--- src/rtl/cv32e40p_x_commit_queue.sv ---
// XIF coprocessor front end: queues accepted offloads in issue order, releases
// committed entries one at a time to a single execution unit, returns results in order.
module cv32e40p_x_commit_queue #(
  parameter int          DEPTH  = 4,
  parameter int          ID_W   = 4,
  parameter logic [6:0]  OPCODE = 7'h2B
) (
  input  logic            clk_i,
  input  logic            rst_i,
  input  logic            x_issue_valid_i,
  output logic            x_issue_ready_o,
  input  logic [31:0]     x_issue_instr_i,
  input  logic [ID_W-1:0] x_issue_id_i,
  input  logic [31:0]     x_issue_rs1_i,
  input  logic [31:0]     x_issue_rs2_i,
  output logic            x_issue_accept_o,
  output logic            x_issue_writeback_o,
  input  logic            x_commit_valid_i,
  input  logic [ID_W-1:0] x_commit_id_i,
  input  logic            x_commit_kill_i,
  output logic            exe_valid_o,
  input  logic            exe_ready_i,
  output logic [31:0]     exe_instr_o,
  output logic [31:0]     exe_rs1_o,
  output logic [31:0]     exe_rs2_o,
  input  logic            exe_done_i,
  input  logic [31:0]     exe_data_i,
  output logic            x_result_valid_o,
  input  logic            x_result_ready_i,
  output logic [ID_W-1:0] x_result_id_o,
  output logic [4:0]      x_result_rd_o,
  output logic [31:0]     x_result_data_o,
  output logic            x_result_we_o,
  output logic            err_o
);
  localparam int AW = $clog2(DEPTH);
  localparam int PW = AW + 1;

  typedef enum logic [1:0] {E_PEND, E_COMMIT, E_KILL} ent_e;
  typedef enum logic [1:0] {IDLE, EXEC, RESP} fsm_e;

  logic [31:0]     q_instr [DEPTH];
  logic [31:0]     q_rs1   [DEPTH];
  logic [31:0]     q_rs2   [DEPTH];
  logic [ID_W-1:0] q_id    [DEPTH];
  ent_e            q_st    [DEPTH];

  logic [PW-1:0]   head, cmt, tail;
  logic [AW-1:0]   h_idx, c_idx, t_idx;
  logic            full, empty, push, pop, cmt_ok, exe_hs;
  fsm_e            fsm, fsm_nxt;
  logic [ID_W-1:0] cur_id;
  logic [4:0]      cur_rd;
  logic [31:0]     res_data;
  logic            res_we;

  assign h_idx = head[AW-1:0];
  assign c_idx = cmt[AW-1:0];
  assign t_idx = tail[AW-1:0];
  assign full  = (tail - head) == PW'(DEPTH);
  assign empty = head == tail;

  assign x_issue_ready_o     = !full;
  assign x_issue_accept_o    = x_issue_valid_i && !full && (x_issue_instr_i[6:0] == OPCODE);
  assign x_issue_writeback_o = x_issue_accept_o && (x_issue_instr_i[11:7] != 5'd0);
  assign push                = x_issue_accept_o;

  // cmt==tail blocks a commit for an id issued in the same cycle
  assign cmt_ok = x_commit_valid_i && (cmt != tail) && (q_id[c_idx] == x_commit_id_i);

  always_ff @(posedge clk_i) begin
    if (push) begin
      q_instr[t_idx] <= x_issue_instr_i;
      q_rs1[t_idx]   <= x_issue_rs1_i;
      q_rs2[t_idx]   <= x_issue_rs2_i;
      q_id[t_idx]    <= x_issue_id_i;
      q_st[t_idx]    <= E_PEND;
    end
    if (cmt_ok) q_st[c_idx] <= x_commit_kill_i ? E_KILL : E_COMMIT;
  end

  always_comb begin
    fsm_nxt     = fsm;
    pop         = 1'b0;
    exe_valid_o = 1'b0;
    case (fsm)
      IDLE: if (!empty) begin
        if (q_st[h_idx] == E_KILL) pop = 1'b1;
        else if (q_st[h_idx] == E_COMMIT) begin
          exe_valid_o = 1'b1;
          if (exe_ready_i) begin
            pop     = 1'b1;
            fsm_nxt = EXEC;
          end
        end
      end
      EXEC:    if (exe_done_i) fsm_nxt = RESP;
      RESP:    if (x_result_ready_i) fsm_nxt = IDLE;
      default: fsm_nxt = IDLE;
    endcase
  end

  assign exe_hs      = exe_valid_o && exe_ready_i;
  assign exe_instr_o = exe_valid_o ? q_instr[h_idx] : 32'd0;
  assign exe_rs1_o   = exe_valid_o ? q_rs1[h_idx]   : 32'd0;
  assign exe_rs2_o   = exe_valid_o ? q_rs2[h_idx]   : 32'd0;

  always_ff @(posedge clk_i) begin
    if (rst_i) fsm <= IDLE;
    else       fsm <= fsm_nxt;
  end

  always_ff @(posedge clk_i) begin
    if (rst_i) begin
      head     <= '0;
      cmt      <= '0;
      tail     <= '0;
      err_o    <= 1'b0;
      cur_id   <= '0;
      cur_rd   <= '0;
      res_data <= '0;
      res_we   <= 1'b0;
      x_result_id_o <= '0;
      x_result_rd_o <= '0;
    end else begin
      tail <= tail + PW'(push);
      cmt  <= cmt + PW'(cmt_ok);
      head <= head + PW'(pop);
      if (x_commit_valid_i && !cmt_ok) err_o <= 1'b1;
      // the entry is popped at the handshake, so keep what the result needs
      if (exe_hs) begin
        cur_id <= q_id[h_idx];
        cur_rd <= q_instr[h_idx][11:7];
      end
      if (fsm == EXEC && exe_done_i) begin
        res_data      <= exe_data_i;
        res_we        <= cur_rd != 5'd0;
        x_result_id_o <= cur_id;
        x_result_rd_o <= cur_rd;
      end
    end
  end

  assign x_result_valid_o = fsm == RESP;
  assign x_result_data_o  = res_data;
  assign x_result_we_o    = res_we && (fsm == RESP);
endmodule

--- config.mk ---
export PLATFORM = sky130hd
export DESIGN_NAME = cv32e40p_x_commit_queue
export DESIGN_NICKNAME = d
export VERILOG_FILES = /design/src/rtl/cv32e40p_x_commit_queue.sv
export SDC_FILE = /design/constraint.sdc
export NUM_CORES = 1
export LEC_CHECK = 0
export BUFFER_PORTS_ARGS = -buffer_cell sky130_fd_sc_hd__buf_2
export CORE_ASPECT_RATIO = 1.75
export CORE_MARGIN = 4
export CORE_UTILIZATION = 40
export DETAILED_ROUTE_END_ITERATION = 6
export PLACE_DENSITY = 0.6
export SLEW_MARGIN = 0
export SYNTH_ARGS = -nofsm -noshare
export SYNTH_HDL_FRONTEND = slang
export SYNTH_SLANG_ARGS = --single-unit
--- constraint.sdc ---
create_clock -name clk_i -period 10.1 [get_ports clk_i]
set_clock_uncertainty 0.15 [all_clocks]
set_input_delay 0 -clock clk_i [delete_from_list [all_inputs] [get_ports clk_i]]
set_output_delay 0 -clock clk_i [all_outputs]
set_load 0.01 [all_outputs]
Word level (Yosys, flattened, before mapping)
Memories as Yosys holds them, arrays and structs flattened. A register that Yosys moved wholly into a read port is not among the register bits.
Index checks and enable logic that the tools add are counted.
{"block": "totals", "register_bits": 59, "elab_cells": 78, "out_inout_bits": 144, "memories": 5, "ram_bits": 408}
{"name": "q_instr", "depth": 4, "word_bits": 32, "read_ports": 1, "rd_clocked_by_memory_dff": 1, "wr": 1, "line": "42", "rtl": "logic [31:0] q_instr [DEPTH];"}
{"name": "q_rs1", "depth": 4, "word_bits": 32, "read_ports": 1, "rd_clocked_by_memory_dff": 1, "wr": 1, "line": "43", "rtl": "logic [31:0] q_rs1 [DEPTH];"}
{"name": "q_rs2", "depth": 4, "word_bits": 32, "read_ports": 1, "rd_clocked_by_memory_dff": 1, "wr": 1, "line": "44", "rtl": "logic [31:0] q_rs2 [DEPTH];"}
{"name": "q_id", "depth": 4, "word_bits": 4, "read_ports": 2, "rd_clocked_by_memory_dff": 2, "wr": 1, "line": "45", "rtl": "logic [ID_W-1:0] q_id [DEPTH];"}
{"name": "q_st", "depth": 4, "word_bits": 2, "read_ports": 1, "rd_clocked_by_memory_dff": 1, "wr": 2, "line": "46", "rtl": "ent_e q_st [DEPTH];"}
{"block": "classes", "eq_ne": 15, "muxes": 29, "n_reduce_logical": 15, "addsub": 4}
{"operator": "$mux 32", "n": 3}
{"operator": "$mux 2", "n": 12}
{"operator": "$mux 1", "n": 13}
{"operator": "$ne 2x2->1 const B", "n": 5}
{"operator": "$reduce_bool 5->1", "n": 2}
{"operator": "$add 3x1->3", "n": 3}
{"operator": "$logic_and 1x1->1", "n": 9}
{"operator": "$eq 7x6->1 const B", "n": 1}
{"operator": "$pmux 2 s3", "n": 1}
{"operator": "$reduce_and 6->1", "n": 1}
{"operator": "$eq 2x1->1 const B", "n": 2}
{"operator": "$eq 2x2->1 const B", "n": 2}
{"operator": "$eq 4x4->1", "n": 1}
{"operator": "$eq 3x3->1", "n": 1}
{"operator": "$eq 3x3->1 const B", "n": 1}
{"operator": "$ne 3x3->1", "n": 1}
{"operator": "$sub 3x3->3", "n": 1}
{"operator": "$logic_not 1->1", "n": 2}
{"operator": "$logic_not 2->1", "n": 1}
{"operator": "$ne 2x1->1 const B", "n": 1}

Logic depth before layout (Yosys ltp)
Gate-level depths: netlist of the first run.
{"block": "depth", "word_depth": 7, "mapped_depth": 13, "mapped_depth_nobuf": 11}

Worst setup path before layout of the first run
No wires, ideal clock.
{"block": "synth_path", "path_type": "register to register", "startpoint": "register head[1]", "endpoint": "memory q_id[2][0] (enable)", "path_buffers": 2, "t_required_ns": 9.269, "slack_ns": 0.593, "synth_period_minus_slack_ns": 9.507, "stages_incl_launch_ff": 10, "setup_ns": 0.681, "arrival_ns": 8.676, "path_cell_list": "dfxtp_1 > clkbuf_1 > clkbuf_1 > inv_1 > ha_1 > nor2b_1 > xnor2_1 > nand3_1 > nand3_1 > nor3_1"}
{"block": "synth_between", "elab_chain_len": 7}
{"element": "start: declaration", "line": "48", "rtl": "logic [PW-1:0] head, cmt, tail;"}
{"element": "start signal: assignment", "line": "128", "rtl": "head <= head + PW'(pop);"}
{"element": "$sub 3x3->3", "line": "60", "rtl": "assign full = (tail - head) == PW'(DEPTH);"}
{"element": "$eq 3x3->1", "line": "60"}
{"element": "$logic_not 1->1"}
{"element": "via x_issue_ready_o", "line": "11", "rtl": "output logic x_issue_ready_o,"}
{"element": "$logic_and 1x1->1 (2 in a row)", "line": "64", "rtl": "assign x_issue_accept_o = x_issue_valid_i && !full && (x_issue_instr_i[6:0] == OPCODE);"}
{"element": "$mux 1", "line": "72", "rtl": "if (push) begin"}
{"element": "$mux 1 (implied by the code)", "line": "76", "rtl": "q_id[t_idx] <= x_issue_id_i;"}
{"element": "end: declaration", "line": "45"}
The timed path passes the listed nets, and every way through them passes these cells.

Worst setup path after layout of the first run
{"block": "layout_path", "startpoint": "register head[1]", "endpoint": "output port exe_rs1_o[3]"}
{"block": "layout_between", "elab_chain_len": 4}
{"element": "$eq 3x3->1", "line": "61", "rtl": "assign empty = head == tail;"}
{"element": "$mux 1", "line": "87", "rtl": "IDLE: if (!empty) begin"}
{"element": "$mux 1", "line": "86", "rtl": "case (fsm)"}
{"element": "$mux 32", "line": "105", "rtl": "assign exe_rs1_o = exe_valid_o ? q_rs1[h_idx] : 32'd0;"}
{"element": "end: declaration", "line": "24", "rtl": "output logic [31:0] exe_rs1_o,"}
Every way passes these cells.

==> results of run 1 <==
where the power goes:
group | leakage, nW | internal, mW | total (mW) | switching, mW
Sequential | 4.19 | 2.11 | 2.11 | 0.000601
Clock | 0.669 | 0.901 | 1.58 | 0.679
Combinational | 3.85 | 0.0591 | 0.102 | 0.0434
layout make-up:
type	instances	area [sq um]
Fill cell	3569	21300
Sequential cell	471	13500
Multi-Input combinational cell	436	4320
Timing Repair Buffer	480	3330
Clock buffer	55	1170
Tap cell	572	716
Clock inverter	21	195
Inverter	6	22.5
worst paths after layout:
path,startpoint,to,cells after the start
worst max-delay path,head[1]$_SDFF_PP0_,exe_rs1_o[3],6
worst min-delay path,rst_i,cur_id[2]$_SDFFE_PP0P_,2
worst max register to register,head[1]$_SDFF_PP0_,q_instr[0][25]$_DFFE_PP_,9
worst min register to register,cur_id[3]$_SDFFE_PP0P_,x_result_id_o[3]$_SDFFE_PP0P_,2
flip-flops by register name, summed over array words and instances (netlist names):
signal	cells
cur_rd	5
x_result_data_o	32
err_o	1
cur_id	4
head	3
q_rs1	128
q_st	8
q_id	16
fsm	2
q_instr	128
res_we	1
tail	3
cmt	3
x_result_rd_o	5
x_result_id_o	4
q_rs2	128
kinds of logic after synthesis:
family / count (synthesis) / synth area share (%)
compound gates: 55 / 1.78
fa+ha+maj: 8 / 0.553
mux: 118 / 13.7
flops: 471 / 74.7
xor+xnor: 15 / 0.726
buf+inv: 67 / 1.58
simple gates: 240 / 6.97
per-layer routing:
layer / wire length, um / share of wire [%] / up-vias
met1: 15200 / 36 / 5236
met2: 23900 / 56 / 298
met5: 0 / 0 / -
met4: 1060 / 2.5 / 0
li1: - / - / 4774
met3: 2280 / 5.4 / 62
cells in the mapped netlist, types with 11 or more instances:
cell type / count / area share [%]
sky130_fd_sc_hd__edfxtp_1: 408 / 68
sky130_fd_sc_hd__mux4_2: 102 / 13
sky130_fd_sc_hd__and3_1: 96 / 3.3
sky130_fd_sc_hd__nand2_1: 85 / 1.8
sky130_fd_sc_hd__dfxtp_1: 63 / 7.0
sky130_fd_sc_hd__a21oi_1: 46 / 1.3
sky130_fd_sc_hd__clkbuf_1: 43 / 0.89
sky130_fd_sc_hd__nor2_1: 21 / 0.44
sky130_fd_sc_hd__mux2i_1: 15 / 0.83
sky130_fd_sc_hd__buf_2: 11 / 0.30
sky130_fd_sc_hd__nor2b_1: 11 / 0.38
sky130_fd_sc_hd__xnor2_1: 11 / 0.53
metrics by stage:
step                hold slack, ns  total power, mW  cells  setup WS [ns]
CTS                         0.0190             3.84   2041           5.58
detailed placement          0.0664             2.21   1789           6.06
finish                      0.0454             3.79   2041           5.74
global route                0.0267             3.93   2041           5.42
global placement            0.0607             2.21   1789           6.03
floorplan                  -0.0511             2.16    974          0.593
worst max-delay path, cell delays in order, from the launching register on:
cell and delay, ns:
sky130_fd_sc_hd__dfxtp_4 0.84, sky130_fd_sc_hd__buf_4 0.81, sky130_fd_sc_hd__mux4_2 0.45, sky130_fd_sc_hd__nor2b_4 0.31, sky130_fd_sc_hd__buf_4 0.70, sky130_fd_sc_hd__and3_1 0.32
sky130_fd_sc_hd__buf_2 0.15
==> summary by stage, run 1 <==
Status
The flow ran to the end, and the final reports show no timing, DRC or antenna violations.

Routing
The violation count after the first detailed-routing iteration is 584. The post-route antenna net violation count is 0. In the routed layout, each cell is associated on average with a via count of 5.08. The total via count after detailed routing is 10,400. In the routed design, unresolved DRC markers number 0. The routed wirelength normalized by instance count is 20.8 um.

The aggregate routed wire length is 42,500 um. The number of iterations in the first detailed-routing pass is 4.

Timing
Setup repair after global routing left no endpoint under its margin. Dividing the final minimum period by the clock period gives 43.1%. The maximum clock rate is 0.230 GHz. The final total negative setup slack is 0 ns. The worst pin sits at a relative slew slack of 18.3%. The number of pins with negative max-slew slack in the final report was 0. The final-report hold violation count is 0. Setup violations remaining at the end of the flow were counted as 0. The clock period could shrink to 4.36 ns. At the pin with the least slew margin, the transition time is 1.23 ns.

Final layout
Relative to the synthesized area, the layout overhead comes to 28.7%. The number of antenna diodes in the final layout is 0. After the last flow step, the layout net total stands at 1,590.

The most common cell after layout, fill and taps aside is sky130_fd_sc_hd__edfxtp_1. The final core utilization is 52.2%. The share of cells above drive strength 1 is 32.6%.

The finished layout cell area is 0.0233 sq mm. In the layout the commonest cells are sky130_fd_sc_hd__edfxtp_1 (408), sky130_fd_sc_hd__buf_2 (287), sky130_fd_sc_hd__dlygate4sd3_1 (176).

Die
The chip height is 289 um. In this run the core area contains 102 standard-cell rows. In this run the horizontal extent of the chip is 169 um.

The die covers 0.0488 sq mm. For this configuration, the core starts out at a cell density of 40.6%. The floorplan step defined a core boundary enclosing 0.0445 sq mm. 288 I/O pins were placed.

Global routing
The most congested layer reported by global routing is met2. The maximum number of pins on one net before global-route repair is 100. The number of antenna violations at the first check in global routing is 2. Global routing consumed, on the met3 layer, 2.77% of the routing resources. The first-pass GRT wire length is 64,900 um. The via count of the first global-routing pass came to 11,400. After global routing the overflow that remains totals 0. The global-route met2 utilization is 33.7%. Global routing used 17.2% of the available tracks.

The global-route met1 utilization is 18.8%.

Placement
The cell area after placement is 0.0201 sq mm. The count of buffers added on input and output ports is 287. Summed over all nets, the half-perimeter wirelength after detailed placement is 25,800 um.

The congestion estimate from routability-driven global placement came to 0.763.

Synth
The fraction of the yosys area taken by sequential cells is 74.7%. The number of nets in the synthesized netlist is 1,126. The synthesized area divided by synthesized cell count is 18.6 sq um. The synthesized netlist occupies a cell area of 0.0181 sq mm. The count of state elements after synthesis is 471. The distinct cell type count of the synthesized netlist is 37. The number of warnings issued by yosys is 0. After technology mapping, the gate count stands at 974. In the synthesized netlist the dominant register cell turns out to be sky130_fd_sc_hd__edfxtp_1. For this run, asynchronously set or reset flops after synthesis account for 0%. The number of flops mapped to enable cells by yosys is 408.

Setup path
The sort of element at the start of the critical path is a register. The required time of the worst setup path is 9.95 ns. The highest net fanout along the worst path is 82. The register-to-register setup slack is 6.19 ns. The data arrival at the endpoint of the critical path is 4.21 ns. The kind of end point of the critical path is an output pin.

By startpoint and endpoint, the worst setup path is classified as register to output pin.

Clock tree
After clock tree synthesis, the clock-pin slew on the worst setup and hold paths is 0.06 ns. At the later pin of the worst-skew pair, clock insertion delay measures 0.54 ns. The post-cts gate resize count is 0. Post-CTS timing repair inserted 0 buffers for setup. The clock passes through at most 3 buffers. The root buffer cell is sky130_fd_sc_hd__clkbuf_16. The CTS tree is built. The H-tree depth reported by CTS is 2. Hold repair after CTS inserted 176 buffers. In this run, CTS created clock tree buffers numbering 43.

The clock drives 471 sinks.

Power and ir drop
VDD sags by at most 0.182 mV. The analysis attributes to cell leakage a power of 8.71 nW. Dividing total power by cell area gives a power density of 163 mW/mm^2.

Min path
The type of the tightest min-delay check is primary input to register.

Job
Across the run, the number of max-cap violations was 0.
Note: power is estimated with default switching activity, not from simulation.
==> run 2: changes to the inputs <==
ABC_AREA = 1   (was unset)
clock period = 3.7 ns   (was 10.1 ns; I/O delays follow)
==> summary by stage, run 2 <==
Status
The flow ran to the end, and the final reports show no timing, DRC or antenna violations.

Clock tree
The insertion delay of the later-clocked pin in the worst-skew pair is 0.54 ns (about the same). The root buffer cell is sky130_fd_sc_hd__clkbuf_16. The number of buffers created by CTS is 44 (+2.3%). The maximum count of clock buffers along a single path was 3 (unchanged). The number of buffers inserted by post-CTS setup repair is 0 (unchanged). The H-tree depth reported by CTS is 2 (unchanged).

The clock slew seen by the registers of the worst setup and hold paths is 0.06 ns (about the same). TritonCTS built the clock tree. The total clock sinks is 471 (unchanged).

Global routing
The first-pass GRT wire length is 74,500 um (+15%). The residual overflow from global routing was 0 (unchanged). The maximum number of pins on one net before global-route repair is 108 (+8.0%). The all-layer global routing usage is 18.8% (+1.6 points). The number of antenna violations at the first check in global routing is 0 (-2). The via count of the first global-routing pass is 13,700 (+20%).

Routing
The violation count after the first detailed-routing iteration is 679 (+16%). The average vias per placed instance came to 5.03 (-0.98%). The routed wirelength normalized by instance count is 18.5 um (-11%). The number of iterations in the first detailed-routing pass is 5 (+1).

The post-route antenna net violation count is 0 (unchanged). The total via count after detailed routing is 13,200 (+27%). The aggregate routed wire length is 48,500 um (+14%).

The DRC violations left came to 0 (unchanged).

Placement
The count of buffers from port buffering came to 287 (unchanged). The weighted congestion at the end of routability-driven global placement came to 0.779 (+2.2%). The HPWL reported at the end of detailed placement is 29,200 um (+13%).

The number of instances in the placed design is 2,377 (+33%).

Setup path
The kind of end point of the critical path is an output pin. The signal on the critical path passes through buf_4, buf_4, nor2_1, nor2_1, o21ai_0, a21oi_2, buf_2. The buffers plus inverters on the worst setup path was 3 (unchanged). The required time of the worst setup path is 3.55 ns (-6.40 ns).

The largest stage delay on the critical path was 0.90 ns (+0.06 ns). The sort of element at the start of the critical path is a register. The highest net fanout along the worst path is 102 (+24%). The critical-path cell with the highest stage delay is sky130_fd_sc_hd__buf_4.

The data arrival at the endpoint of the critical path is 3.08 ns (-1.13 ns). The critical path is of the register to output pin type. Broken down by cell family, the worst path's largest delay share belongs to buffers and inverters.

Synth
The fraction of the yosys area taken by sequential cells is 72.6% (-2.1 points). The cell area after technology mapping is 0.0186 sq mm (+2.9%). The proportion of netlist area held by the largest area contributor is 65.8% (-1.9 points). The count of state elements after synthesis is 471 (unchanged). The largest total area in the synthesized netlist belongs to sky130_fd_sc_hd__edfxtp_1. After synthesis, the cell types taking the most area are sky130_fd_sc_hd__edfxtp_1 (66%), sky130_fd_sc_hd__nor2_1 (8.0%), sky130_fd_sc_hd__dfxtp_1 (6.8%), sky130_fd_sc_hd__o21ai_0 (4.8%), sky130_fd_sc_hd__nand2_1 (3.3%). The net count of the mapped netlist was 1,731 (+54%).

The fraction of registers with async set or reset after synthesis is 0% (unchanged). The synthesized area divided by synthesized cell count is 11.8 sq um (-37%). The distinct cell type count of the synthesized netlist is 32 (-14%). The cell with the most instances after synthesis is sky130_fd_sc_hd__edfxtp_1. The most instantiated flip-flop cell in the synthesis netlist is sky130_fd_sc_hd__edfxtp_1. The number of flops mapped to enable cells by yosys is 408 (unchanged). The number of warnings issued by yosys is 0 (unchanged). The gate count of the mapped netlist is 1,579 (+62%). In the synthesized netlist, the cells that appear most often are sky130_fd_sc_hd__edfxtp_1 (408), sky130_fd_sc_hd__nor2_1 (397), sky130_fd_sc_hd__o21ai_0 (179).

Timing
Dividing the final minimum period by the clock period gives 87.3%. The total of endpoints with negative setup slack in the final report is 0 (unchanged). The final-report hold violation count is 0 (unchanged).

The number of pins with negative max-slew slack in the final report is 0 (unchanged). The worst slew slack as a fraction of its limit was 26.7% (+8.5 points). Subtracting the final worst setup slack from the clock period gives 3.23 ns. The worst-margin pin slew is 1.10 ns (-0.127 ns).

The post-route worst hold slack is 0.0527 ns (+0.00729 ns). The maximum clock rate is 0.310 GHz. Setup repair after global routing left no endpoint under its margin.

Final layout
The largest registers in the layout are q_instr (128), q_rs1 (128), q_rs2 (128). In the layout the commonest cells are sky130_fd_sc_hd__edfxtp_1 (408), sky130_fd_sc_hd__nor2_1 (397), sky130_fd_sc_hd__buf_2 (287). The final non-filler cell total is 2,626 (+29%). The library cell used most frequently in the layout, excluding fill and tap cells, is sky130_fd_sc_hd__edfxtp_1.

The number of inserted diodes came to 0 (unchanged). The number of nets in the final layout was 2,161 (+36%). The share of cells above drive strength 1 is 21.7% (-11 points). The area growth from synthesis to final layout is 27.9%.

Power and ir drop
The worst ir drop on vdd is 0.428 mV (+140%). The power per cell area is 443 mW/mm^2 (+170%). The leakage dissipation is 8.93 nW (+2.6%).

Die
The core outline area is 0.0461 sq mm (+3.4%). The horizontal die dimension is 171 um (+1.4%). The starting density of the core is 40.4% (-0.21 points). The top-level port count is 288 (unchanged). The die footprint came to 0.0502 sq mm (+2.8%). The total number of placement rows is 104 (+2.0%). The chip height is 293 um (+1.4%).

Job
The max-capacitance violation count was 0 (unchanged).

Min path
The type of the tightest min-delay check is primary input to register.
[run 2: metal layers]
metal	vias to the layer above	GRT usage (%)	wire length, um
met4	0	6.23	1430
met3	79	3.39	2790
li1	6359	-	-
met2	411	35.3	25900
met1	6362	21.3	18400
met5	-	0	0
[run 2: where the power goes]
| group | switching, mW | internal [mW] | leakage (nW) |
|---|---|---|---|
| sequential | 0.000988 | 5.76 | 4.18 |
| clock | 1.94 | 2.57 | 0.708 |
| combinational | 0.122 | 0.157 | 4.05 |
| total | 2.06 | 8.49 | 8.93 |
[run 2: path summary, 6_finish.rpt]
check                         startpoint                            end  slack, ns  cells past startpoint
hold / removal          x_issue_rs1_i[6]          q_rs1[1][6]$_DFFE_PP_       0.05                      2
hold reg to reg   cur_id[0]$_SDFFE_PP0P_  x_result_id_o[0]$_SDFFE_PP0P_       0.30                      2
setup reg to reg      head[1]$_SDFF_PP0_         cur_rd[2]$_SDFFE_PP0P_       0.62                      8
setup / recovery      head[0]$_SDFF_PP0_                   exe_rs2_o[0]       0.47                      7
[run 2: logic make-up after synthesis]
family	count (synthesis)	share of synthesized area [%]
AO/OA/AOI/OAI	362	10.7
XOR/XNOR	7	0.329
flip-flops	471	72.6
AND/OR/NAND/NOR	598	12.6
adder cells (fa/ha/maj)	8	0.538
buffers and inverters	133	3.21
[run 2: worst reg2reg max path, cell delays in order (launching register included)]
cell and delay, ns:
sky130_fd_sc_hd__dfxtp_4 0.36, sky130_fd_sc_hd__inv_6 0.06, sky130_fd_sc_hd__buf_4 0.50, sky130_fd_sc_hd__buf_4 0.74, sky130_fd_sc_hd__a21oi_1 0.17, sky130_fd_sc_hd__a32oi_1 0.23, sky130_fd_sc_hd__nand3_1 0.10, sky130_fd_sc_hd__a21oi_1 0.15
sky130_fd_sc_hd__dlygate4sd3_1 0.57
[run 2: final cells by class]
class	instances	area, sq um
Clock buffer	55	1230
Clock inverter	25	219
Fill cell	4005	22300
Inverter	36	160
Multi-Input combinational cell	975	4530
Sequential cell	471	13500
Tap cell	583	729
Timing Repair Buffer	481	3420
[run 2: what timing repair did]
item / CTS / global route
gates resized for setup: 0 / 0
hold buffers: 169 / 0
endpoints found under the hold margin: 461 / 0
[run 2: stage by stage]
stage | cell area [sq um] | power, mW | setup TNS, ns | setup slack, ns | utilization (%)
5_1_grt | 23800 | 10.9 | 0 | 0.186 | 51.7
2_1_floorplan | 18700 | 5.90 | -15.76 | -0.0397 | -
4_1_cts | 23800 | 10.7 | 0 | 0.357 | 51.7
3_5_place_dp | 20700 | 6.03 | 0 | 0.761 | 44.9
6_report | 23800 | 10.5 | 0 | 0.471 | 51.7
3_3_place_gp | 20700 | 6.02 | 0 | 0.783 | 44.9
